<file path="config.mk">
export PLATFORM = sky130hd
export DESIGN_NAME = flash_frame_loader
export DESIGN_NICKNAME = d
export VERILOG_FILES = /design/src/rtl/flash_frame_loader_pkg.sv /design/src/rtl/flash_frame_loader_spi_bit_engine.sv /design/src/rtl/flash_frame_loader.sv
export SDC_FILE = /design/constraint.sdc
export NUM_CORES = 1
export LEC_CHECK = 0
export BUFFER_PORTS_ARGS = -buffer_cell sky130_fd_sc_hd__buf_4
export CAP_MARGIN = 20
export CORE_ASPECT_RATIO = 1.2
export CORE_MARGIN = 5
export CORE_UTILIZATION = 50
export DETAILED_ROUTE_END_ITERATION = 16
export PLACE_DENSITY = 0.72
export SLEW_MARGIN = 20
export SYNTH_ARGS = -nofsm -noshare
export SYNTH_HDL_FRONTEND = slang
export SYNTH_HIERARCHICAL = 1
export SYNTH_SLANG_ARGS = --single-unit
</file>
<file path="constraint.sdc">
create_clock -name clk -period 6.1 [get_ports clk]
set_input_delay 0.61 -clock clk [delete_from_list [all_inputs] [get_ports clk]]
set_output_delay 0.61 -clock clk [all_outputs]
set_load 0.02 [all_outputs]
</file>
<file path="src/rtl/flash_frame_loader_pkg.sv">
// Shared definitions for the flash frame loader.
// Holds the flash READ opcode, the controller state encoding, the pixel
// format constants and the 3-bytes-to-2-pixels packing helpers.
package flash_frame_loader_pkg;

    localparam logic [7:0] FLASH_CMD_READ = 8'h03;
    localparam int         PIX_BITS       = 12;
    localparam int         BYTES_PER_PAIR = 3;

    typedef enum logic [1:0] {
        IDLE = 2'd0,
        CMD  = 2'd1,
        DATA = 2'd2,
        TAIL = 2'd3
    } state_e;

    // Even pixel of a pair: all of byte 0 plus the high nibble of byte 1.
    function automatic logic [PIX_BITS-1:0] pix_even(input logic [7:0] b0, input logic [7:0] b1);
        return {b0, b1[7:4]};
    endfunction

    // Odd pixel of a pair: low nibble of byte 1 plus all of byte 2.
    function automatic logic [PIX_BITS-1:0] pix_odd(input logic [3:0] b1_lo, input logic [7:0] b2);
        return {b1_lo, b2};
    endfunction

endpackage

</file>
<file path="src/rtl/flash_frame_loader_spi_bit_engine.sv">
// SPI mode-0 bit timing generator.
// Ports: clk/rst_n - clock and async active-low reset; run - enables the
// SPI clock (when low the clock is parked low and the phase counter clears);
// spi_clk - registered SPI clock, low for CLK_DIV cycles then high for
// CLK_DIV cycles; bit_end - single-cycle strobe in the last high-phase
// cycle: the edge closing that cycle samples MISO, shifts MOSI and drops
// spi_clk.
module flash_frame_loader_spi_bit_engine
    import flash_frame_loader_pkg::*;
#(
    parameter int CLK_DIV = 2
) (
    input  logic clk,
    input  logic rst_n,
    input  logic run,
    output logic spi_clk,
    output logic bit_end
);

    localparam int CW = (CLK_DIV > 1) ? $clog2(CLK_DIV) : 1;

    logic [CW-1:0] cnt_q, cnt_d;
    logic          sclk_q, sclk_d;
    logic          last_s;

    assign last_s  = (cnt_q == CW'(CLK_DIV - 1));
    assign bit_end = run & sclk_q & last_s;
    assign spi_clk = sclk_q;

    // Phase counter and clock toggle.
    always_comb begin
        cnt_d  = cnt_q;
        sclk_d = sclk_q;
        if (!run) begin
            cnt_d  = '0;
            sclk_d = 1'b0;
        end else if (last_s) begin
            cnt_d  = '0;
            sclk_d = ~sclk_q;
        end else begin
            cnt_d  = cnt_q + CW'(1);
        end
    end

    // Phase state registers.
    always_ff @(posedge clk or negedge rst_n) begin
        if (!rst_n) begin
            cnt_q  <= '0;
            sclk_q <= 1'b0;
        end else begin
            cnt_q  <= cnt_d;
            sclk_q <= sclk_d;
        end
    end

endmodule

</file>
<file path="src/rtl/flash_frame_loader.sv">
// Copies one 12bpp frame from SPI flash into the frame-buffer write port.
// Ports: clk/rst_n - clock and async active-low reset; start/base_addr -
// load request and flash byte address (latched when accepted); busy/done -
// transfer status and completion pulse; spi_cs/spi_clk/spi_mosi/spi_miso -
// SPI flash pins (mode 0); fb_we/fb_addr/fb_data - frame-buffer write port.
// Sequence: READ opcode + 24-bit address, then NPIX*3/2 data bytes, every
// 3 bytes packed into 2 pixels written at consecutive addresses.
module flash_frame_loader
    import flash_frame_loader_pkg::*;
#(
    parameter int CLK_DIV = 2,
    parameter int FB_AW   = 12,
    parameter int NPIX    = 4096
) (
    input  logic                clk,
    input  logic                rst_n,
    input  logic                start,
    input  logic [23:0]         base_addr,
    output logic                busy,
    output logic                done,
    output logic                spi_cs,
    output logic                spi_clk,
    output logic                spi_mosi,
    input  logic                spi_miso,
    output logic                fb_we,
    output logic [FB_AW-1:0]    fb_addr,
    output logic [PIX_BITS-1:0] fb_data
);

    localparam int PW = FB_AW + 1;
    localparam int TW = $clog2(CLK_DIV + 1);

    state_e              state_q, state_d;
    logic [31:0]         sr_q, sr_d;
    logic [4:0]          cmd_bit_q, cmd_bit_d;
    logic                mosi_q, mosi_d;
    logic                cs_q, cs_d;
    logic                busy_q, busy_d;
    logic                done_q, done_d;
    logic [6:0]          byte_sh_q, byte_sh_d;
    logic [2:0]          bit_in_byte_q, bit_in_byte_d;
    logic [1:0]          byte_idx_q, byte_idx_d;
    logic [7:0]          b0_q, b0_d;
    logic [3:0]          b1_lo_q, b1_lo_d;
    logic [PW-1:0]       pix_cnt_q, pix_cnt_d;
    logic                fb_we_q, fb_we_d;
    logic [FB_AW-1:0]    fb_addr_q, fb_addr_d;
    logic [PIX_BITS-1:0] fb_data_q, fb_data_d;
    logic [TW-1:0]       tail_cnt_q, tail_cnt_d;

    logic        run_s, bit_end_s;
    logic [7:0]  byte_s;
    logic [31:0] cmd_word_s;

    assign run_s      = (state_q == CMD) || (state_q == DATA);
    assign byte_s     = {byte_sh_q, spi_miso};
    assign cmd_word_s = {FLASH_CMD_READ, base_addr};

    flash_frame_loader_spi_bit_engine #(
        .CLK_DIV (CLK_DIV)
    ) u_bit_engine (
        .clk     (clk),
        .rst_n   (rst_n),
        .run     (run_s),
        .spi_clk (spi_clk),
        .bit_end (bit_end_s)
    );

    // Next-state, counters and pixel packing.
    always_comb begin
        state_d       = state_q;
        sr_d          = sr_q;
        cmd_bit_d     = cmd_bit_q;
        mosi_d        = mosi_q;
        cs_d          = cs_q;
        busy_d        = busy_q;
        done_d        = 1'b0;
        byte_sh_d     = byte_sh_q;
        bit_in_byte_d = bit_in_byte_q;
        byte_idx_d    = byte_idx_q;
        b0_d          = b0_q;
        b1_lo_d       = b1_lo_q;
        pix_cnt_d     = pix_cnt_q;
        fb_we_d       = 1'b0;
        fb_addr_d     = fb_addr_q;
        fb_data_d     = fb_data_q;
        tail_cnt_d    = tail_cnt_q;
        case (state_q)
            IDLE: begin
                // The done cycle is still IDLE; a start there is dropped.
                if (start && !done_q) begin
                    sr_d          = {cmd_word_s[30:0], 1'b0};
                    mosi_d        = cmd_word_s[31];
                    cs_d          = 1'b0;
                    busy_d        = 1'b1;
                    cmd_bit_d     = 5'd0;
                    bit_in_byte_d = 3'd0;
                    byte_idx_d    = 2'd0;
                    pix_cnt_d     = '0;
                    fb_addr_d     = '0;
                    tail_cnt_d    = '0;
                    state_d       = CMD;
                end else begin
                    state_d = IDLE;
                end
            end
            CMD: begin
                if (bit_end_s) begin
                    if (cmd_bit_q == 5'd31) begin
                        mosi_d  = 1'b0;
                        state_d = DATA;
                    end else begin
                        mosi_d    = sr_q[31];
                        sr_d      = {sr_q[30:0], 1'b0};
                        cmd_bit_d = cmd_bit_q + 5'd1;
                    end
                end else begin
                    state_d = CMD;
                end
            end
            DATA: begin
                if (bit_end_s) begin
                    byte_sh_d     = byte_s[6:0];
                    bit_in_byte_d = bit_in_byte_q + 3'd1;
                    if (bit_in_byte_q == 3'd7) begin
                        if (byte_idx_q == 2'd0) begin
                            b0_d       = byte_s;
                            byte_idx_d = 2'd1;
                        end else if (byte_idx_q == 2'd1) begin
                            fb_we_d    = 1'b1;
                            fb_addr_d  = pix_cnt_q[FB_AW-1:0];
                            fb_data_d  = pix_even(b0_q, byte_s);
                            b1_lo_d    = byte_s[3:0];
                            pix_cnt_d  = pix_cnt_q + PW'(1);
                            byte_idx_d = 2'd2;
                        end else begin
                            fb_we_d    = 1'b1;
                            fb_addr_d  = pix_cnt_q[FB_AW-1:0];
                            fb_data_d  = pix_odd(b1_lo_q, byte_s);
                            pix_cnt_d  = pix_cnt_q + PW'(1);
                            byte_idx_d = 2'(BYTES_PER_PAIR - 3);
                            // Last byte of the last pair closes the frame.
                            if (pix_cnt_q == PW'(NPIX - 1)) begin
                                tail_cnt_d = '0;
                                state_d    = TAIL;
                            end else begin
                                state_d = DATA;
                            end
                        end
                    end else begin
                        state_d = DATA;
                    end
                end else begin
                    state_d = DATA;
                end
            end
            TAIL: begin
                // CLK_DIV cycles with spi_clk low, one cycle with CS high,
                // then the done pulse.
                if (tail_cnt_q == TW'(CLK_DIV)) begin
                    done_d  = 1'b1;
                    busy_d  = 1'b0;
                    state_d = IDLE;
                end else begin
                    tail_cnt_d = tail_cnt_q + TW'(1);
                    if (tail_cnt_q == TW'(CLK_DIV - 1)) begin
                        cs_d = 1'b1;
                    end else begin
                        cs_d = cs_q;
                    end
                end
            end
            default: begin
                state_d = IDLE;
            end
        endcase
    end

    // State and output registers.
    always_ff @(posedge clk or negedge rst_n) begin
        if (!rst_n) begin
            state_q       <= IDLE;
            sr_q          <= 32'd0;
            cmd_bit_q     <= 5'd0;
            mosi_q        <= 1'b0;
            cs_q          <= 1'b1;
            busy_q        <= 1'b0;
            done_q        <= 1'b0;
            byte_sh_q     <= 7'd0;
            bit_in_byte_q <= 3'd0;
            byte_idx_q    <= 2'd0;
            b0_q          <= 8'd0;
            b1_lo_q       <= 4'd0;
            pix_cnt_q     <= '0;
            fb_we_q       <= 1'b0;
            fb_addr_q     <= '0;
            fb_data_q     <= '0;
            tail_cnt_q    <= '0;
        end else begin
            state_q       <= state_d;
            sr_q          <= sr_d;
            cmd_bit_q     <= cmd_bit_d;
            mosi_q        <= mosi_d;
            cs_q          <= cs_d;
            busy_q        <= busy_d;
            done_q        <= done_d;
            byte_sh_q     <= byte_sh_d;
            bit_in_byte_q <= bit_in_byte_d;
            byte_idx_q    <= byte_idx_d;
            b0_q          <= b0_d;
            b1_lo_q       <= b1_lo_d;
            pix_cnt_q     <= pix_cnt_d;
            fb_we_q       <= fb_we_d;
            fb_addr_q     <= fb_addr_d;
            fb_data_q     <= fb_data_d;
            tail_cnt_q    <= tail_cnt_d;
        end
    end

    assign busy     = busy_q;
    assign done     = done_q;
    assign spi_cs   = cs_q;
    assign spi_mosi = mosi_q;
    assign fb_we    = fb_we_q;
    assign fb_addr  = fb_addr_q;
    assign fb_data  = fb_data_q;

endmodule
</file>
==> reports/qor.txt, run 1 <==
vias in the first global route: 3466
global placement routability congestion: 0.798
worst min path class: input pin to async pin
H-tree depth: 3
Inst Count DP: 611
sequential cell area: 2700 sq um
area fraction of the dominant cell type after synthesis: 53.8%
CTS tree: built
Clock Skew: 8.97 ps
cts repair resizes: 0
area post-placement: 5490 sq um
first-pass GRT wire length: 16.4 mm
clk sinks: 108
ys async rst share: 100%
Gate Count Post-Synth: 448
Slew Limit Headroom: 40.9%
CTS root buf: clkbuf_16
Max stage delay on crit path: 530 ps
Hold-fix buffers, CTS: 0
row cnt: 40
setup bufs post-CTS: 0
WP buf/inv: 1
CP Capture Type: register
Worst EP arrival: 3010 ps
CP Max Fanout: 26
drt via density: 5.59
CP max stage cell: or2_2
ratio of cells with drive above 1 in the final layout: 20.8%
via count: 3491
DRT Wirelength: 9.62 mm
largest net degree at the start of global routing: 71
R2R Setup Slk: 3360 ps
part of the Yosys area used for sequential elements: 54.3%
required time of the critical path: 6380 ps
Final TNS setup: 0 ps
initial core utilization: 50.5%
post-synthesis compound-gate area fraction: 14.4%
area of the core: 9860 sq um
clk slew on worst S/H paths: 70 ps
Avg WL per Cell: 15.4 um
reg-to-reg startpoint: state_q[0]
Worst Max-Slew Pin Slew: 886 ps
maximum clock insertion buffer count: 2
number of nets with antenna violations after routing: 0
Fill cells: 848
drt drc: 0
Final setup violation count: 0
syn_nets: 489
DP HPWL: 6.76 mm
non-filler cells, final: 625
Final Core Density: 58.3%
Synth Cell Area: 4980 sq um
I/O Pins: 58
Leak: 2.82 nW
CP top delay family: simple AND/OR/NAND/NOR gates
post-synthesis xor/xnor area fraction: 0.352%
Clock Latency Late Sink: 340 ps
syn avg cell area: 11.1 sq um
Yosys reg bits: 108
status: finished, final reports clean
peak supply drop: 0.228 mV
initial antenna violation count: 0
post-synthesis simple-gate area fraction: 11.8%
gr ovfl total: 0
Die W: 101 um
FF-to-FF path depth: 7
Power Density: 373 nW/um^2
Synth top cells by count: 107 x dfrtp_1, 41 x mux2i_1, 36 x a21oi_1, 36 x nand2_1, 35 x nor2_1
top cell type by total area after synthesis: dfrtp_1
cell area after layout: 5750 sq um
f_max: 0.366 GHz
ordered list of cells on the worst path: inv_1 > ha_1 > and3_2 > nand3_1 > or2_2 > a21oi_2 > a22o_1
DRT Pass-1 Iters: 4
# diodes: 0
Post-Synth Adder-Cell Area: 3.27%
largest family of logic cells by synthesized area: compound AO/OA/AOI/OAI gates
fin crit period: 2740 ps
Chip Height: 119 um
Die Area: 12100 sq um
final hold vios: 0
Max-cap violations: 0
number of enable flip-flop cells after synthesis: 0
mux contribution to synthesized area: 12.8%
CTS buffer count: 9
Worst Setup Path Type: register to register
total chip power: 2.14 mW
Yosys warning count: 6
Distinct cells, synth: 51
synth top area cells: dfrtp_1 54%, mux2i_1 8.2%, a22o_1 4.6%
number of port buffers: 57
fin crit share: 44.8%
total global-route track usage: 16.8%
most common cell in the netlist: dfrtp_1
NumNets Final: 537
area of the multi-input gates: 2130 sq um
ys flop type: dfrtp_1
terminus of the critical flop-to-flop path: fb_addr[5]
RSZ-0062 raised after global routing: false
CP Launch Type: register
P&R area growth vs syn: 15.4%
drt initial violations: 157
Final Slew Violations: 0
[flip-flops by register name (all words and copies together) (netlist names), 2 cells and up, named ones only]
| name | flops |
|---|---|
| fb_addr | 12 |
| b1_lo_q | 4 |
| tail_cnt_q | 2 |
| pix_cnt_q | 13 |
| bit_in_byte_q | 3 |
| cmd_bit_q | 5 |
| fb_data | 12 |
| byte_sh_q | 7 |
| byte_idx_q | 2 |
| sr_q | 31 |
| b0_q | 8 |
[per-layer routing]
metal / share of wire [%] / global-route usage [%] / vias to the layer above
li1: - / - / 1708
met1: 44 / 21.2 / 1710
met2: 51 / 28.4 / 61
met3: 3.5 / 2.75 / 12
met4: 1.8 / 6.65 / 0
met5: 0 / 0 / -
[cell type report]
| type | instances | area share (%) |
|---|---|---|
| sequential | 108 | 47.1 |
| clock buffer | 10 | 3.99 |
| timing repair buffer | 61 | 7.97 |
| multi-input combinational | 304 | 37.0 |
| clock inverter | 4 | 0.457 |
| tap | 126 | 2.74 |
| inverter | 12 | 0.784 |
[how the worst max path moves through the flow]
stage / start / end / cells past startpoint
after detailed placement: state_q[0] / fb_addr[8] / 7
after global placement: state_q[0] / fb_addr[9] / 7
after floorplan: state_q[0] / sr_q[10] / 8
final: state_q[0] / fb_addr[5] / 7
after global routing: state_q[0] / fb_addr[5] / 6
after CTS: state_q[0] / fb_addr[5] / 7
[metrics by stage]
step	hold slack, ps	setup WS, ps
after floorplan	314	3980
after global placement	468	3510
after detailed placement	472	3390
after CTS	239	3380
after global routing	261	3080
final	218	3360
[power by group]
group / total (mW) / internal (mW) / leakage, nW / switching [mW]
Combinational: 0.657 / 0.271 / 1.30 / 0.386
Sequential: 0.964 / 0.866 / 1.39 / 0.0980
Clock: 0.522 / 0.273 / 0.125 / 0.249
Total: 2.14 / 1.41 / 2.82 / 0.733
[logic make-up (layout without fill, tap and decap cells)]
logic type	count (synthesis)	in the layout
fa+ha+maj	13	13
flops	108	108
compound gates	107	107
buf+inv	36	87
mux	61	61
simple gates	121	121
xor+xnor	2	2
[layout by cell type, fill, tap and decap left out, types with 2 or more instances in the layout]
cell type  synthesis  final
a31oi_1            2      2
nor2b_1            4      4
mux2_2            20     20
clkbuf_16          0      9
mux2i_1           41     41
nand2b_1           8      8
o21ai_0           20     20
a22o_1            26     26
nand2_1           36     36
a21oi_1           36     36
dfrtp_1          107    107
a21o_1             3      3
a31o_2             3      3
nand3_1           11     11
o22ai_1            2      2
clkinv_2           0      2
nand3b_1           2      2
o221ai_1           2      2
and2_1             4      4
nand4_1            6      6
o22a_1             2      2
or3_1              2      2
nor2_1            35     35
ha_1              13     13
inv_1             12     12
buf_4              1     61
nor3_1             2      2
nand4b_1           2      2
Power figures use the tool's default switching activity.
==> run 2, diff against run 1 <==
--- a/config.mk
+++ b/config.mk
@@ -5,6 +5,7 @@
 export SDC_FILE = /design/constraint.sdc
 export NUM_CORES = 1
 export LEC_CHECK = 0
+export ABC_AREA = 1
 export BUFFER_PORTS_ARGS = -buffer_cell sky130_fd_sc_hd__buf_4
 export CAP_MARGIN = 20
 export CORE_ASPECT_RATIO = 1.2
==> constraint.sdc (replaced) <==
create_clock -name clk -period 2.7 [get_ports clk]
set_input_delay 0.27 -clock clk [delete_from_list [all_inputs] [get_ports clk]]
set_output_delay 0.27 -clock clk [all_outputs]
set_load 0.02 [all_outputs]
==> run 2 against run 1 <==
Compared with the run above: hold slack worse by 63 ps; register-to-register slack lost 3100 ps; sequential share of layout area down 0.83 points; clock skew grew 1.2 ps; critical endpoint is now fb_data[10]; highest routed layer unchanged.
==> reports/qor.txt, run 2 <==
status: finished, final reports clean
NumNets Final: 680 (+27%)
Final Slew Violations: 0 (unchanged)
hold_ws: 155 ps (-62.5 ps)
number of nets with antenna violations after routing: 0 (unchanged)
Comb power frac: 2.3% (-28 points)
H-tree depth: 3 (unchanged)
worst min path class: input pin to register
drt via density: 5.20 (-6.9%)
Synth Cell Area: 5010 sq um (+0.65%)
Yosys reg bits: 108 (unchanged)
final hold vios: 0 (unchanged)
required time of the critical path: 2960 ps (-3420 ps)
largest net degree at the start of global routing: 59 (-17%)
area fraction of the dominant cell type after synthesis: 53.4% (-0.35 points)
row cnt: 40 (unchanged)
Die Area: 12100 sq um (+0.59%)
Chip Height: 120 um (+0.30%)
Distinct cells, synth: 35 (-31%)
commonest cells after routing, fill and taps aside: 173 x nand2_1, 107 x dfrtp_1, 62 x buf_4
Hold Crit Depth: 3
drt initial violations: 208 (+32%)
non-filler cells, final: 770 (+23%)
Top reg by flops: sr_q
biggest regs: sr_q (31), pix_cnt_q (13)
global placement routability congestion: 0.856 (+7.3%)
FF-to-FF path depth: 10 (+3)
via count: 4006 (+15%)
Yosys warning count: 6 (unchanged)
Seq pwr share: 54.2% (+9.2 points)
synth top area cells: dfrtp_1 53%, nand2_1 13%, nor2_1 4.6%
maximum clock insertion buffer count: 2 (unchanged)
top cell type by total area after synthesis: dfrtp_1
Power Density: 510 nW/um^2 (+37%)
syn avg cell area: 8.57 sq um (-23%)
CTS tree: built
clk slew on worst S/H paths: 70 ps (about the same)
initial core utilization: 50.6% (+0.073 points)
most common cell in the netlist: nand2_1
reg-to-reg startpoint: state_q[0]
Final TNS setup: 0 ps (unchanged)
min-delay src: base_addr[0]
Gate Count Post-Synth: 585 (+31%)
Final setup violation count: 0 (unchanged)
drt drc: 0 (unchanged)
Clk pwr share: 43.6% (+19 points)
total global-route track usage: 18.4% (+1.6 points)
ys async rst share: 100% (unchanged)
DRT Wirelength: 10.3 mm (+6.9%)
vias in the first global route: 4041 (+17%)
Leak: 2.89 nW (+2.5%)
area of the core: 9910 sq um (+0.51%)
fin crit period: 2400 ps (-332 ps)
ys flop type: dfrtp_1
Clock Latency Late Sink: 350 ps (about the same)
cts repair resizes: 0 (unchanged)
number of enable flip-flop cells after synthesis: 0 (unchanged)
Synth top cells by count: 173 x nand2_1, 107 x dfrtp_1, 61 x nor2_1, 52 x inv_1, 42 x o21ai_0
max reg flops: 31 (unchanged)
terminus of the critical flop-to-flop path: fb_data[10]
commonest non-fill, non-tap cell in the layout: nand2_1
fin crit share: 89.0% (+44 points)
DRT Pass-1 Iters: 4 (unchanged)
Slew Limit Headroom: 57.0% (+16 points)
Worst EP arrival: 2670 ps (-340 ps)
peak supply drop: 0.287 mV (+26%)
part of the Yosys area used for sequential elements: 54.0% (-0.35 points)
number of port buffers: 57 (unchanged)
total chip power: 2.98 mW (+39%)
CTS root buf: clkbuf_16
RSZ-0062 raised after global routing: false
Max-cap violations: 0 (unchanged)
CP Capture Type: register
ratio of cells with drive above 1 in the final layout: 15.4% (-5.5 points)
f_max: 0.416 GHz (+14%)
P&R area growth vs syn: 16.7%
# diodes: 0 (unchanged)
CP Launch Type: register
Worst Setup Path Type: register to register
clk sinks: 108 (unchanged)
CP Max Fanout: 25 (-3.8%)
Die W: 101 um (+0.29%)
Psw: 0.619 mW (-16%)
Avg WL per Cell: 13.4 um (-13%)
I/O Pins: 58 (unchanged)
syn_nets: 626 (+28%)
Sw Share: 20.7% (-13 points)
initial antenna violation count: 0 (unchanged)
R2R Setup Slk: 300 ps (-3070 ps)
first-pass GRT wire length: 18.3 mm (+11%)
Inst Count DP: 753 (+23%)
DP HPWL: 7.22 mm (+6.9%)
Worst Max-Slew Pin Slew: 644 ps (-242 ps)
gr ovfl total: 0 (unchanged)
Int Power: 2.37 mW (+68%)
Clock Skew: 10.2 ps (+1.20 ps)
CTS buffer count: 9 (unchanged)
Hold Path Sink: sr_q[1]
## run 2: cell count changes after synthesis, moves of 7 or more
cell      delta
nand2_1    +137
mux2i_1     -41
inv_1       +40
a31oi_1     +30
a21oi_1     -29
nor2_1      +26
a22o_1      -24
o21ai_0     +22
mux2_2      -19
o21ai_1      +9
nand2b_1     -8
nand4_1      +7
## run 2: repair_timing
item / 4_1_cts / 5_1_grt
hold buffers: 1 / 0
hold endpoints to repair: 22 / 0
buffers inserted: 0 / 0
## run 2: per-layer routing
metal | GRT usage [%] | part of all wire [%] | vias to the layer above
met1 | 23.1 | 44 | 1876
li1 | - | - | 2012
met3 | 3.43 | 4.4 | 18
met4 | 7.48 | 2.0 | 0
met5 | 0 | 0 | -
met2 | 30.9 | 50 | 100
## run 2: kinds of logic (layout without fill, tap and decap cells)
| logic type | Yosys count | after routing | share of synthesized area, % |
|---|---|---|---|
| xor gates and xnor gates | 2 | 2 | 0.350 |
| muxes | 1 | 1 | 0.225 |
| AOI/OAI and AO/OA | 106 | 106 | 12.1 |
| DFF | 108 | 108 | 54.0 |
| and+or+nand+nor | 277 | 277 | 23.1 |
| adders and majority gates | 13 | 13 | 3.25 |
| buffers and inverters | 78 | 137 | 6.97 |
## run 2: worst max path at each step
stage	start	endpoint	cells after the start
2_1_floorplan	state_q[0]	fb_addr[4]	12
3_3_place_gp	state_q[0]	b0_q[7]	8
3_5_place_dp	state_q[0]	fb_data[10]	10
4_1_cts	state_q[0]	fb_data[10]	10
5_1_grt	state_q[0]	fb_data[4]	10
6_report	state_q[0]	fb_data[10]	10
## run 2: stage by stage
stage          cell area, sq um  util, %  worst slack [ps]
3_3_place_gp               5550     56.0               501
6_report                   5850     59.0               296
5_1_grt                    5850     59.0              29.0
3_5_place_dp               5550     56.0               320
4_1_cts                    5850     59.0               294
2_1_floorplan              5010        -               722
## run 2: critical path, stage by stage (launching register included)
cell	delay [ps]
dfrtp_1	440
inv_1	110
ha_1	310
inv_1	60
nor2_1	310
nand2_2	260
nor2_4	200
o21ai_2	80
inv_2	280
nor2_1	80
a31oi_1	170
## run 2: power groups by stage
stage	Combinational [mW]	Clock, mW	Sequential (mW)
floorplan	0.00191	0	1.65
global placement	0.0693	0	1.65
detailed placement	0.0701	0	1.65
CTS	0.0713	1.33	1.62
global route	0.0783	1.39	1.62
finish	0.0679	1.30	1.62
## run 2: cell type report
class	count	area, sq um
inverters	56	213
fillers	894	4060
multi-input cells	399	1970
clock inverters	6	63.8
flip-flops and latches	108	2700
well taps	126	158
repair buffers	65	515
clock buffers	10	229
